===== src/rtl/tot_fine_pattern_gen.sv =====
// -----------------------------------------------------------------------------
// tot_fine_pattern_gen
// Builds the 63-tap raw delay-line snapshot that a 6-bit TOT fine code
// {polarity, pos[4:0]} stands for, plus its 32-bit even-tap word. This is the
// inverse of the fine encoder and acts as its stimulus source. A code can be
// loaded through a valid/ready handshake, or the block can run an autonomous
// sweep over all 64 codes.
//
// Ports:
//   clk, reset         clock and synchronous active-high reset
//   code_in/code_valid single-code load request
//   code_ready         accepting codes (IDLE only, combinational)
//   sweep_start        start a 0..63 sweep (IDLE only)
//   hold_cycles        cycles per sweep step, 0 behaves as 1, taken at start
//   raw_out            raw delay-line pattern
//   tot_out            even taps of raw_out
//   code_out           code that raw_out encodes (any bubble is not shown)
//   out_valid          one-cycle pulse when a new pattern is loaded
//   busy               high in SWEEP and DONE
//   sweep_done         one-cycle pulse when a sweep ends
//   bubble_en/_tap     only when TDC_FINE_BUBBLE_EN is defined: invert one tap
//
// Optional feature macro: TDC_FINE_BUBBLE_EN
// -----------------------------------------------------------------------------
module tot_fine_pattern_gen #(
    parameter int unsigned HOLD_W = 8
) (
    input  logic              clk,
    input  logic              reset,
    input  logic [5:0]        code_in,
    input  logic              code_valid,
    output logic              code_ready,
    input  logic              sweep_start,
    input  logic [HOLD_W-1:0] hold_cycles,
    output logic [62:0]       raw_out,
    output logic [31:0]       tot_out,
    output logic [5:0]        code_out,
    output logic              out_valid,
    output logic              busy,
    output logic              sweep_done
`ifdef TDC_FINE_BUBBLE_EN
    ,
    input  logic              bubble_en,
    input  logic [5:0]        bubble_tap
`endif
);

    localparam int unsigned RAW_W  = 63;
    localparam int unsigned TOT_W  = 32;
    localparam int unsigned CODE_W = 6;

    typedef enum logic [1:0] {
        ST_IDLE  = 2'd0,
        ST_SWEEP = 2'd1,
        ST_DONE  = 2'd2
    } state_t;

    state_t              state, next_state;
    logic [HOLD_W-1:0]   hold_cnt;
    logic [HOLD_W-1:0]   hold_reload;
    logic [HOLD_W-1:0]   hold_start_c;
    logic                expire_c;
    logic                load_c;
    logic                start_c;
    logic [CODE_W-1:0]   load_code_c;
    logic [RAW_W-1:0]    bubble_mask_c;
    logic [RAW_W-1:0]    raw_next_c;
    logic [TOT_W-1:0]    tot_next_c;

    // Taps below e = 2*pos are phase-flipped relative to the alternating base,
    // which leaves the single equal-adjacent pair at (e-1, e).
    function automatic logic [RAW_W-1:0] pattern(input logic [CODE_W-1:0] code);
        logic [RAW_W-1:0]  r;
        logic [CODE_W-1:0] e;
        logic [CODE_W-1:0] idx;
        e = {code[4:0], 1'b0};
        for (int i = 0; i < int'(RAW_W); i++) begin
            idx  = CODE_W'(i);
            r[i] = code[5] ^ idx[0] ^ (idx < e);
        end
        return r;
    endfunction

    assign code_ready   = (state == ST_IDLE);
    assign expire_c     = (hold_cnt == '0);
    // Step counter reloads with H-1, so hold_cycles of 0 and 1 both give H = 1.
    assign hold_start_c = (hold_cycles == '0) ? '0 : hold_cycles - HOLD_W'(1);

`ifdef TDC_FINE_BUBBLE_EN
    // Tap 63 does not exist, so it selects no inversion.
    assign bubble_mask_c = (bubble_en && (bubble_tap != 6'd63))
                         ? (RAW_W'(1) << bubble_tap) : '0;
`else
    assign bubble_mask_c = '0;
`endif

    // State register.
    always_ff @(posedge clk) begin
        if (reset) state <= ST_IDLE;
        else       state <= next_state;
    end

    // Next-state logic.
    always_comb begin
        next_state = state;
        case (state)
            ST_IDLE:  if (sweep_start) next_state = ST_SWEEP;
            ST_SWEEP: if (expire_c && (code_out == 6'd63)) next_state = ST_DONE;
            ST_DONE:  next_state = ST_IDLE;
            default:  next_state = ST_IDLE;
        endcase
    end

    // Load decisions; sweep_start wins over a simultaneous code_valid.
    always_comb begin
        load_c      = 1'b0;
        start_c     = 1'b0;
        load_code_c = code_out;
        case (state)
            ST_IDLE: begin
                if (sweep_start) begin
                    load_c      = 1'b1;
                    start_c     = 1'b1;
                    load_code_c = '0;
                end else if (code_valid) begin
                    load_c      = 1'b1;
                    load_code_c = code_in;
                end
            end
            ST_SWEEP: begin
                if (expire_c && (code_out != 6'd63)) begin
                    load_c      = 1'b1;
                    load_code_c = CODE_W'(code_out + 6'd1);
                end
            end
            default: ;
        endcase
    end

    // Pattern and its even-tap word for the code about to be loaded.
    always_comb begin
        raw_next_c = pattern(load_code_c) ^ bubble_mask_c;
        tot_next_c = '0;
        for (int k = 0; k < int'(TOT_W); k++) begin
            tot_next_c[k] = raw_next_c[2*k];
        end
    end

    // Registered outputs and sweep step counter.
    always_ff @(posedge clk) begin
        if (reset) begin
            raw_out     <= 63'h2AAA_AAAA_AAAA_AAAA;
            tot_out     <= '0;
            code_out    <= '0;
            out_valid   <= 1'b0;
            busy        <= 1'b0;
            sweep_done  <= 1'b0;
            hold_cnt    <= '0;
            hold_reload <= '0;
        end else begin
            out_valid  <= load_c;
            busy       <= (next_state != ST_IDLE);
            sweep_done <= (state == ST_SWEEP) && (next_state == ST_DONE);
            if (start_c) begin
                hold_reload <= hold_start_c;
                hold_cnt    <= hold_start_c;
            end else if (state == ST_SWEEP) begin
                hold_cnt <= expire_c ? hold_reload : hold_cnt - HOLD_W'(1);
            end
            if (load_c) begin
                raw_out  <= raw_next_c;
                tot_out  <= tot_next_c;
                code_out <= load_code_c;
            end
        end
    end

endmodule


===== config.mk =====
export PLATFORM = sky130hd
export DESIGN_NAME = tot_fine_pattern_gen
export DESIGN_NICKNAME = d
export VERILOG_FILES = /design/src/rtl/tot_fine_pattern_gen.sv
export SDC_FILE = /design/constraint.sdc
export NUM_CORES = 1
export LEC_CHECK = 0
export BUFFER_PORTS_ARGS = -buffer_cell sky130_fd_sc_hd__buf_2
export CAP_MARGIN = 20
export CORE_MARGIN = 3
export CORE_UTILIZATION = 47
export CTS_CLUSTER_SIZE = 10
export DETAILED_ROUTE_END_ITERATION = 8
export PLACE_DENSITY_LB_ADDON = 0.1
export SLEW_MARGIN = 20
export SYNTH_ARGS = -nofsm -noshare
export SYNTH_HDL_FRONTEND = slang
export SYNTH_SLANG_ARGS = --single-unit

===== constraint.sdc =====
create_clock -name clk -period 2.5 [get_ports clk]
set_input_delay 0.25 -clock clk [delete_from_list [all_inputs] [get_ports clk]]
set_output_delay 0.25 -clock clk [all_outputs]
set_load 0.02 [all_outputs]

==> impl_results.md <==
- Status: finished with violations
- Failing checks: setup timing
- Via-to-Cell Ratio: 5.76
- Global route total overflow: 0
- Global-route wire length before repair: 20700 um
- Count of final setup violators: 53
- TritonCTS clock tree: yes
- Worst Setup Slack, final: -231 ps
- Inst Count DP: 755
- Worst EP arrival: 2990 ps
- DRC: 0
- # IOs: 123
- Slew margin rel.: 63.2%
- Slew of the pin with the lowest slew margin: 551 ps
- Proportion of layout cells with a drive suffix above 1: 51.4%
- Finished Layout Cells: 807
- Req. time, crit path: 2760 ps
- CP max FO: 4
- Sink Count: 89
- CTS max path bufs: 2
- P&R area growth vs syn: 54.3%
- Initial antenna violation count: 0
- Critical path class: reg -> reg
- Synthesized area: 4400 um^2
- Die X: 103 um
- Overall Global Routing Usage: 24.9%
- Routed Antenna Nets: 0
- Cell Rows: 34
- Startpoint type of the worst setup path: flip-flop
- Fin nets: 716
- Final WL: 15300 um
- #FFs+latches synth: 89
- Ant diodes: 0
- Vias in the first global route: 4220
- I/O Buffers: 122
- Setup_tns: -5960 ps
- Cells after Synth: 509
- WL/cell: 19.0 um
- Fin crit share: 109%
- Clock skew: 13.2 ps
- Fillers: 594
- Ys async rst share: 0%
- Max-cap viol count: 0
- Crit end category: flip-flop
- Clock insertion delay at the later pin of the skew report: 370 ps
- Synth cell types: 67
- Final min period: 2730 ps
- DR vias: 4647
- Post-DP HPWL: 8800 um
- Largest net degree at the start of global routing: 26
- Ys Warns: 0
- Post-synth EDFFs: 0
- Power per cell area: 689 nW/um^2
- Num CTS Buffers: 9
- Hold Path Class: in -> reg
- VDD IR max: 364 uV
- RD Place Congestion: 0.840
- Top_reg_cell synth: dfxtp_1
- Fmax: 366 MHz
- Max-slew violation count: 0
- Core Region: 8890 um^2
- Detailed Route Iter0 Violations: 243
- Die Y-Extent: 103 um
- Drt pass-1 iters: 5
- Root Buffer Master: clkbuf_8
- Unrepaired setup endpoints after global routing: true
- Seq/Total Area, Yosys: 40.5%
- Final hold vios: 0
- Syn nets: 530
- Syn_area_per_cell: 8.65 um^2
- Total die area: 10600 um^2
- H-tree depth: 3
- Layout Utilization: 76.5%
- CTS clk-pin slew, worst paths: 100 ps
- Initial core utilization: 49.5%
- LEAKAGE: 3.10 nW
worst paths after layout:
path                        from             end  slack [ps]  depth (start not counted)
hold reg to reg      raw_out[47]     raw_out[47]         450                          2
setup / recovery     hold_cnt[1]     raw_out[24]        -230                         12
setup reg to reg     hold_cnt[1]     raw_out[24]        -230                         12
hold / removal    hold_cycles[0]  hold_reload[0]         240                          4
flip-flops by register name, indices dropped and copies added, names as in the netlist:
register     flops
out_valid        1
sweep_done       1
hold_cnt         8
busy             1
code_out         5
hold_reload      8
state            2
raw_out         63
layout by cell type, fill, tap and decap left out, types with 7 or more instances in the layout:
cell and count:
a211o_1 14, a21o_1 8, a21oi_1 18, buf_2 122, buf_4 66, buf_6 41
clkbuf_8 9, dfxtp_1 87, mux2i_2 10, nand2_1 27, nand3_1 10, nor2_1 62
nor3_1 18, o21a_1 9, o21ai_0 12, xnor2_1 7
routing by layer:
metal	part of all wire, %	GRT usage (%)
met2	50	41.7
met5	0	0
met1	41	32.7
met3	7.2	5.01
met4	1.7	6.67
kinds of logic (layout without fill, tap and decap cells):
| group | Yosys count | after routing | synth area share, % |
|---|---|---|---|
| multiplexers | 17 | 17 | 3.86 |
| AND/OR/NAND/NOR | 187 | 187 | 21.6 |
| adder cells (fa/ha/maj) | 3 | 3 | 0.852 |
| buffers and inverters | 73 | 263 | 10.1 |
| flip-flops | 89 | 89 | 40.5 |
| XOR/XNOR | 15 | 15 | 2.98 |
| AO/OA/AOI/OAI | 125 | 125 | 20.2 |
Yosys cell counts (4+ instances only):
| cell type | instances | share of area (%) |
|---|---|---|
| clkbuf_1 | 17 | 1.4 |
| and2_1 | 4 | 0.57 |
| a22o_1 | 5 | 0.99 |
| inv_1 | 8 | 0.68 |
| and3_1 | 6 | 0.85 |
| a31oi_1 | 6 | 0.85 |
| nand2_1 | 33 | 2.8 |
| a21oi_1 | 28 | 3.2 |
| o21ai_0 | 14 | 1.6 |
| buf_4 | 35 | 6.0 |
| buf_6 | 4 | 1.0 |
| a211oi_1 | 5 | 0.85 |
| buf_2 | 8 | 0.91 |
| nand3_1 | 15 | 1.7 |
| a211o_1 | 14 | 2.8 |
| a21o_1 | 10 | 1.7 |
| nor3_1 | 25 | 2.8 |
| dfxtp_1 | 89 | 40 |
| xnor2_1 | 13 | 2.6 |
| or3_1 | 4 | 0.57 |
| nor4_1 | 5 | 0.71 |
| o21a_1 | 9 | 1.5 |
| nor2_1 | 68 | 5.8 |
| mux2i_1 | 17 | 3.9 |
| nor3b_1 | 4 | 0.68 |
| o21ai_1 | 5 | 0.57 |
critical path, stage by stage (launching register included):
cell      delay [ps]
dfxtp_2          340
inv_2             60
ha_4             120
or4b_4           520
buf_6            160
o21ai_4          260
a21boi_4         140
buf_6            140
nor2_4           230
buf_6            140
a211o_1          150
a21oi_2           80
a211o_1          290
power by group:
group | switching [mW] | internal (mW) | total [mW]
Sequential | 0.108 | 1.60 | 1.71
Clock | 0.561 | 0.564 | 1.13
Combinational | 1.07 | 0.778 | 1.85
cell type report:
| cell class | instances | area (um^2) | share of cell area [%] |
|---|---|---|---|
| multi-input cells | 347 | 2850 | 41.9 |
| flip-flops and latches | 89 | 1780 | 26.2 |
| repair buffers | 239 | 1780 | 26.2 |
| well taps | 108 | 135 | 1.99 |
| clock buffers | 9 | 124 | 1.82 |
| clock inverters | 6 | 90.1 | 1.33 |
| inverters | 9 | 33.8 | 0.497 |
timing repair:
item,4_1_cts,5_1_grt
pin swaps,25,50
setup endpoints to repair,53,62
gates resized for setup,66,93
setup buffers,17,20
hold endpoints to repair,0,0
gates cloned,3,1
hold buffers,0,0
metrics by stage:
stage / setup WS, ps / hold slack (ps) / total power, mW / cell area [um^2]
after floorplan: 4.00 / 436 / 2.72 / 4490
after global routing: -312 / 263 / 4.87 / 6800
after CTS: -168 / 237 / 4.41 / 6190
final: -231 / 244 / 4.68 / 6800
after global placement: -108 / 431 / 3.15 / 5470
after detailed placement: -187 / 434 / 3.18 / 5470
No activity file was read; power rests on OpenSTA's default activity.
